<file path="src/rtl/snake_game_sequencer.sv">
// snake_game_sequencer: turns frame pulses and button presses into paced head moves and runs start/pause/over sequencing and the score
// Ports:
//   clk, rst_n                 rising-edge clock, asynchronous active-low reset
//   frame_pulse                one-cycle pulse per video frame
//   btn_up/down/left/right     debounced press pulses for steering
//   btn_center                 start / pause / resume / restart
//   step_req, step_ack         move handshake with the body engine (head_x/head_y valid while step_req)
//   step_hit, step_grow        move result, sampled with step_ack
//   clear_req                  one-cycle board clear on game start
//   head_x, head_y, direction  head cell and committed heading (00 right, 01 left, 10 up, 11 down)
//   state                      00 idle, 01 run, 10 pause, 11 over
//   score                      saturating food count
module snake_game_sequencer #(
  parameter int GRID_W      = 40,
  parameter int GRID_H      = 30,
  parameter int TICK_FRAMES = 6,
  parameter int START_X     = 20,
  parameter int START_Y     = 15,
  parameter int XW          = $clog2(GRID_W),
  parameter int YW          = $clog2(GRID_H)
) (
  input  logic          clk,
  input  logic          rst_n,
  input  logic          frame_pulse,
  input  logic          btn_up,
  input  logic          btn_down,
  input  logic          btn_left,
  input  logic          btn_right,
  input  logic          btn_center,
  output logic          step_req,
  input  logic          step_ack,
  input  logic          step_hit,
  input  logic          step_grow,
  output logic          clear_req,
  output logic [XW-1:0] head_x,
  output logic [YW-1:0] head_y,
  output logic [1:0]    direction,
  output logic [1:0]    state,
  output logic [7:0]    score
);
  localparam int CW = TICK_FRAMES > 1 ? $clog2(TICK_FRAMES) : 1;
  typedef enum logic [2:0] {S_IDLE, S_RUN, S_WAIT, S_PAUSE, S_OVER} fsm_t;
  fsm_t fsm;
  logic [1:0] pend, win, ref_dir;
  logic [CW-1:0] cnt;
  logic tick, any_dir, reject, wall, moving;
  logic [XW-1:0] nx;
  logic [YW-1:0] ny;
  always_comb begin
    tick = frame_pulse && cnt == CW'(TICK_FRAMES - 1);
    any_dir = btn_up | btn_down | btn_left | btn_right;
    win = btn_up ? 2'b10 : btn_down ? 2'b11 : btn_left ? 2'b01 : 2'b00;
    wall = pend == 2'b00 ? head_x == XW'(GRID_W - 1) :
           pend == 2'b01 ? head_x == '0 :
           pend == 2'b10 ? head_y == '0 : head_y == YW'(GRID_H - 1);
    moving = fsm == S_RUN && tick && !wall;
    // a press landing on the move edge is checked against the heading being committed, so it can never reverse it
    ref_dir = moving ? pend : direction;
    reject = win == {ref_dir[1], ~ref_dir[0]};
    nx = pend == 2'b00 ? head_x + XW'(1) : pend == 2'b01 ? head_x - XW'(1) : head_x;
    ny = pend == 2'b10 ? head_y - YW'(1) : pend == 2'b11 ? head_y + YW'(1) : head_y;
    state = fsm == S_IDLE ? 2'b00 : fsm == S_PAUSE ? 2'b10 : fsm == S_OVER ? 2'b11 : 2'b01;
  end
  always_ff @(posedge clk or negedge rst_n)
    if (!rst_n) begin
      fsm <= S_IDLE;
      head_x <= XW'(START_X);
      head_y <= YW'(START_Y);
      direction <= 2'b00;
      pend <= 2'b00;
      score <= '0;
      cnt <= '0;
      step_req <= 1'b0;
      clear_req <= 1'b0;
    end else begin
      clear_req <= 1'b0;
      case (fsm)
        S_IDLE: begin
          cnt <= '0;
          if (btn_center) begin
            clear_req <= 1'b1;
            fsm <= S_RUN;
          end
        end
        S_RUN: begin
          if (any_dir && !reject) pend <= win;
          if (frame_pulse) cnt <= tick ? '0 : cnt + CW'(1);
          if (tick) begin
            if (wall) fsm <= S_OVER;
            else begin
              head_x <= nx;
              head_y <= ny;
              direction <= pend;
              step_req <= 1'b1;
              fsm <= S_WAIT;
            end
          end else if (btn_center) fsm <= S_PAUSE;
        end
        S_WAIT: begin
          if (any_dir && !reject) pend <= win;
          // ticks arriving while the body engine is busy are dropped
          if (frame_pulse) cnt <= tick ? '0 : cnt + CW'(1);
          if (step_ack) begin
            step_req <= 1'b0;
            if (step_hit) fsm <= S_OVER;
            else begin
              if (step_grow && score != 8'hff) score <= score + 8'd1;
              fsm <= S_RUN;
            end
          end
        end
        S_PAUSE: if (btn_center) fsm <= S_RUN;
        S_OVER: if (btn_center) begin
          head_x <= XW'(START_X);
          head_y <= YW'(START_Y);
          direction <= 2'b00;
          pend <= 2'b00;
          score <= '0;
          fsm <= S_IDLE;
        end
        default: fsm <= S_IDLE;
      endcase
    end
endmodule

</file>
<file path="config.mk">
export PLATFORM = sky130hd
export DESIGN_NAME = snake_game_sequencer
export DESIGN_NICKNAME = d
export VERILOG_FILES = /design/src/rtl/snake_game_sequencer.sv
export SDC_FILE = /design/constraint.sdc
export NUM_CORES = 1
export LEC_CHECK = 0
export CAP_MARGIN = 20
export CORE_AREA = 2 2 69 71
export CTS_BUF_LIST = sky130_fd_sc_hd__clkbuf_4 sky130_fd_sc_hd__clkbuf_8 sky130_fd_sc_hd__clkbuf_16
export DETAILED_ROUTE_END_ITERATION = 7
export DIE_AREA = 0 0 71 73
export HOLD_SLACK_MARGIN = 0.06
export MAX_ROUTING_LAYER = met4
export PLACE_DENSITY = 0.7
export SLEW_MARGIN = 20
export SYNTH_ARGS = -nofsm -noshare
export SYNTH_HDL_FRONTEND = slang
export SYNTH_SLANG_ARGS = --single-unit
</file>
<file path="constraint.sdc">
create_clock -name clk -period 2.8 [get_ports clk]
set_input_delay 0.56 -clock clk [delete_from_list [all_inputs] [get_ports clk]]
set_output_delay 0.56 -clock clk [all_outputs]
set_load 0.05 [all_outputs]
</file>
==> run_results.csv <==
group,metric,value,unit
timing,slew_headroom,0.518,
synthesis,post_synth_and_or_nand_nor_area_fraction,0.226,
clocking,path_clk_slew,0.06,ns
timing,slew_violations,0,
global_route,grt_start_max_net_pins,32,
floorplanning,design.portCount,36,
clocking,clock_latency,0.28,ns
global_route,grt_use_met3,0.0387,
final_layout,drive_above_1_share,0.140,
floorplanning,die_height,73,um
setup_path,critical_path_peak_fanout,15,
detailed_routing,vias_per_cell,5.61,
power_and_ir_drop,power_density,1010,nW/um^2
synthesis,syn-num-nets,263,
synthesis,post_synth_instance_area,2140,sq um
detailed_routing,ant_nets,0,
global_route,globalRouteMet2Util,0.342,
timing,final_worst_path_period_need,2.56,ns
global_route,globalRouteOverflowTotal,0,
clocking,cts_buffers,5,
timing,setup_viol_count_final,0,
clocking,cts.repair_timing.setup_buffer_count,0,
power_and_ir_drop,vdd_ir_drop_max,0.000405,V
detailed_routing,detail_route.wl_per_cell,15.0,um
clocking,cts.htree.levels,2,
synthesis,synth_top_family_by_area,"simple AND/OR/NAND/NOR gates",
setup_path,critPathLaunchType,"register",
flow_run,cap_violations,0,
placement,hpwlAfterDp,3740,um
global_route,via_count_of_the_first_global_routing_pass,1828,
global_route,grt_pass1_wl,8640,um
final_layout,design.final.nets,308,
synthesis,synth_xor_xnor_area_share,0.0450,
synthesis,synthAdderAreaFrac,0.0771,
placement,gp_congestion,0.967,
global_route,initial_antenna_violation_count,0,
synthesis,synth_mux_area_frac,0.0298,
synthesis,synth_unique_cells,56,
timing,fin_tns_setup,0,ns
detailed_routing,route.detailed.drc,0,
final_layout,ff_latch_area,783,sq um
setup_path,worstPathArrival,2.00,ns
global_route,gr-usage-met1,0.288,
detailed_routing,via_count,1903,
timing,fmax,390,MHz
setup_path,critPathKind,"reg2out",
clocking,clock_sinks,31,
synthesis,share_of_the_yosys_chip_area_belonging_to_registers,0.365,
floorplanning,initial_core_util,0.473,
floorplanning,design.die.area,5180,sq um
final_layout,area_growth,25.6,%
power_and_ir_drop,power.static_leakage,1.23,nW
global_route,grt_util_all_layers,0.215,
synthesis,syn-mean-instance-area,8.93,sq um
detailed_routing,drt-initial-drc-count,144,
final_layout,multi_input_area,1260,sq um
status,outcome,"finished, final reports clean",
synthesis,synth_async_sr_flop_share,1.00,
synthesis,number_of_synthesized_register_bits,31,
placement,dp_worst_setup_slack,0.175,ns
global_route,global_route.peak_usage_layer,"met2",
detailed_routing,length_of_the_first_detailed_routing_pass_in_iterations,4,
final_layout,diodes,0,
synthesis,synth-main-ff-cell,"sky130_fd_sc_hd__dfrtp_1",
floorplanning,std_cell_rows,25,
synthesis,synth_largest_area_cell,"sky130_fd_sc_hd__dfrtp_1",
synthesis,synth.top_cells.by_count,"sky130_fd_sc_hd__a21oi_1 (26), sky130_fd_sc_hd__nor2_1 (26), sky130_fd_sc_hd__dfrtp_1 (25)",
floorplanning,die-width,71,um
min_path,hold_path_class,"reg2reg",
detailed_routing,wirelength,5080,um
synthesis,yosys.area.top_type_share,0.292,
floorplanning,core_region_area,4540,sq um
synthesis,synth_area_leaders,"sky130_fd_sc_hd__dfrtp_1 (29%), sky130_fd_sc_hd__dfstp_2 (7.4%), sky130_fd_sc_hd__a21oi_1 (6.1%)",
synthesis,compound_gate_fraction_of_synth_area,0.207,
timing,layout_setup_ws,0.235,ns
setup_path,critical_path.endpoint_type,"output pin",
clocking,cts_tree,"built",
synthesis,ys.warnings.count,0,
synthesis,gate_count_after_technology_mapping,240,
timing,final_hold_violating_endpoints,0,
timing,rsz0062_at_grt,"no",
synthesis,number_of_enable_type_register_cells_in_the_synthesized_netlist,0,
clocking,number_of_buffers_between_clock_root_and_the_deepest_sink,2,
final_layout,nFillCells,408,
clocking,cts-root-buf,"sky130_fd_sc_hd__clkbuf_8",
timing,worst_pin_slew,0.721,ns
timing,finClkSkew,0.00260,ns
setup_path,critical_path_required,2.24,ns
placement,buffer_ports.inserted,35,
timing,fin_crit_sh,0.916,
-- state kept, by name, summed over array words and instances (netlist names) --
| signal | cells |
|---|---|
| pend | 2 |
| cnt | 3 |
| step_req | 1 |
| score | 8 |
| direction | 2 |
| fsm | 3 |
| head_y | 5 |
| clear_req | 1 |
| head_x | 6 |
-- worst paths after layout --
check	startpoint	endpoint	slack, ns	cells past startpoint
setup / recovery	fsm[0]	state[0]	0.24	3
hold / removal	score[6]	score[6]	0.51	1
setup reg to reg	fsm[0]	pend[1]	0.35	7
hold reg to reg	score[6]	score[6]	0.51	1
max in group asynchronous	rst_n	head_x[4]	1.79	2
min in group asynchronous	rst_n	head_x[1]	0.67	2
-- timing repair --
action | CTS | global route
hold buffers | 0 | 0
endpoints found under the setup margin | 0 | 1
resized for setup | 0 | 1
-- kinds of logic (layout without fill, tap and decap cells) --
group / Yosys count / count (layout)
compound gates: 69 / 69
xor+xnor: 11 / 11
fa+ha+maj: 12 / 12
buf+inv: 24 / 69
flops: 31 / 31
mux: 6 / 6
simple gates: 87 / 87
-- metal layers --
metal	vias up	wire length, um
met1	899	2450
met3	6	228
li1	959	-
met2	39	2340
met5	-	0
met4	0	51
-- critical path: stages (launching register included) --
cell and delay, ns:
sky130_fd_sc_hd__dfrtp_1 0.64, sky130_fd_sc_hd__xnor2_2 0.18, sky130_fd_sc_hd__nand2b_1 0.11, sky130_fd_sc_hd__clkdlybuf4s50_1 0.79
-- placed cells by master (no fill, tap or decap), drive strengths merged, types with 5 or more instances in the layout --
master	synthesis	routed
a21o	7	7
a21oi	26	26
buf	3	13
clkbuf	6	6
clkdlybuf4s50	0	34
dfrtp	25	25
dfstp	6	6
ha	10	10
inv	15	15
nand2	15	15
nand3	6	6
nor2	27	27
o21ai	9	9
or2	5	5
xnor2	5	5
xor2	6	6
-- metrics by stage --
step	hold slack, ns	instance area (sq um)	power (mW)	instances	util
floorplan	0.264	2140	1.90	240	-
global placement	0.492	2600	2.33	332	0.573
detailed placement	0.501	2600	2.35	332	0.573
CTS	0.507	2690	2.71	339	0.592
global route	0.536	2690	2.92	339	0.594
finish	0.505	2690	2.71	339	0.594
-- where the power goes --
group / switching, mW / internal, mW
clock: 0.167 / 0.193
sequential: 0.150 / 0.604
combinational: 0.947 / 0.644
-- final cells by class --
type | count | area share
Timing Repair Buffer | 47 | 0.163
Sequential cell | 31 | 0.291
Multi-Input combinational cell | 185 | 0.468
Clock buffer | 6 | 0.0307
Inverter | 15 | 0.0209
Tap cell | 54 | 0.0251
Clock inverter | 1 | 0.00186
(Power assumes the default switching activity.)
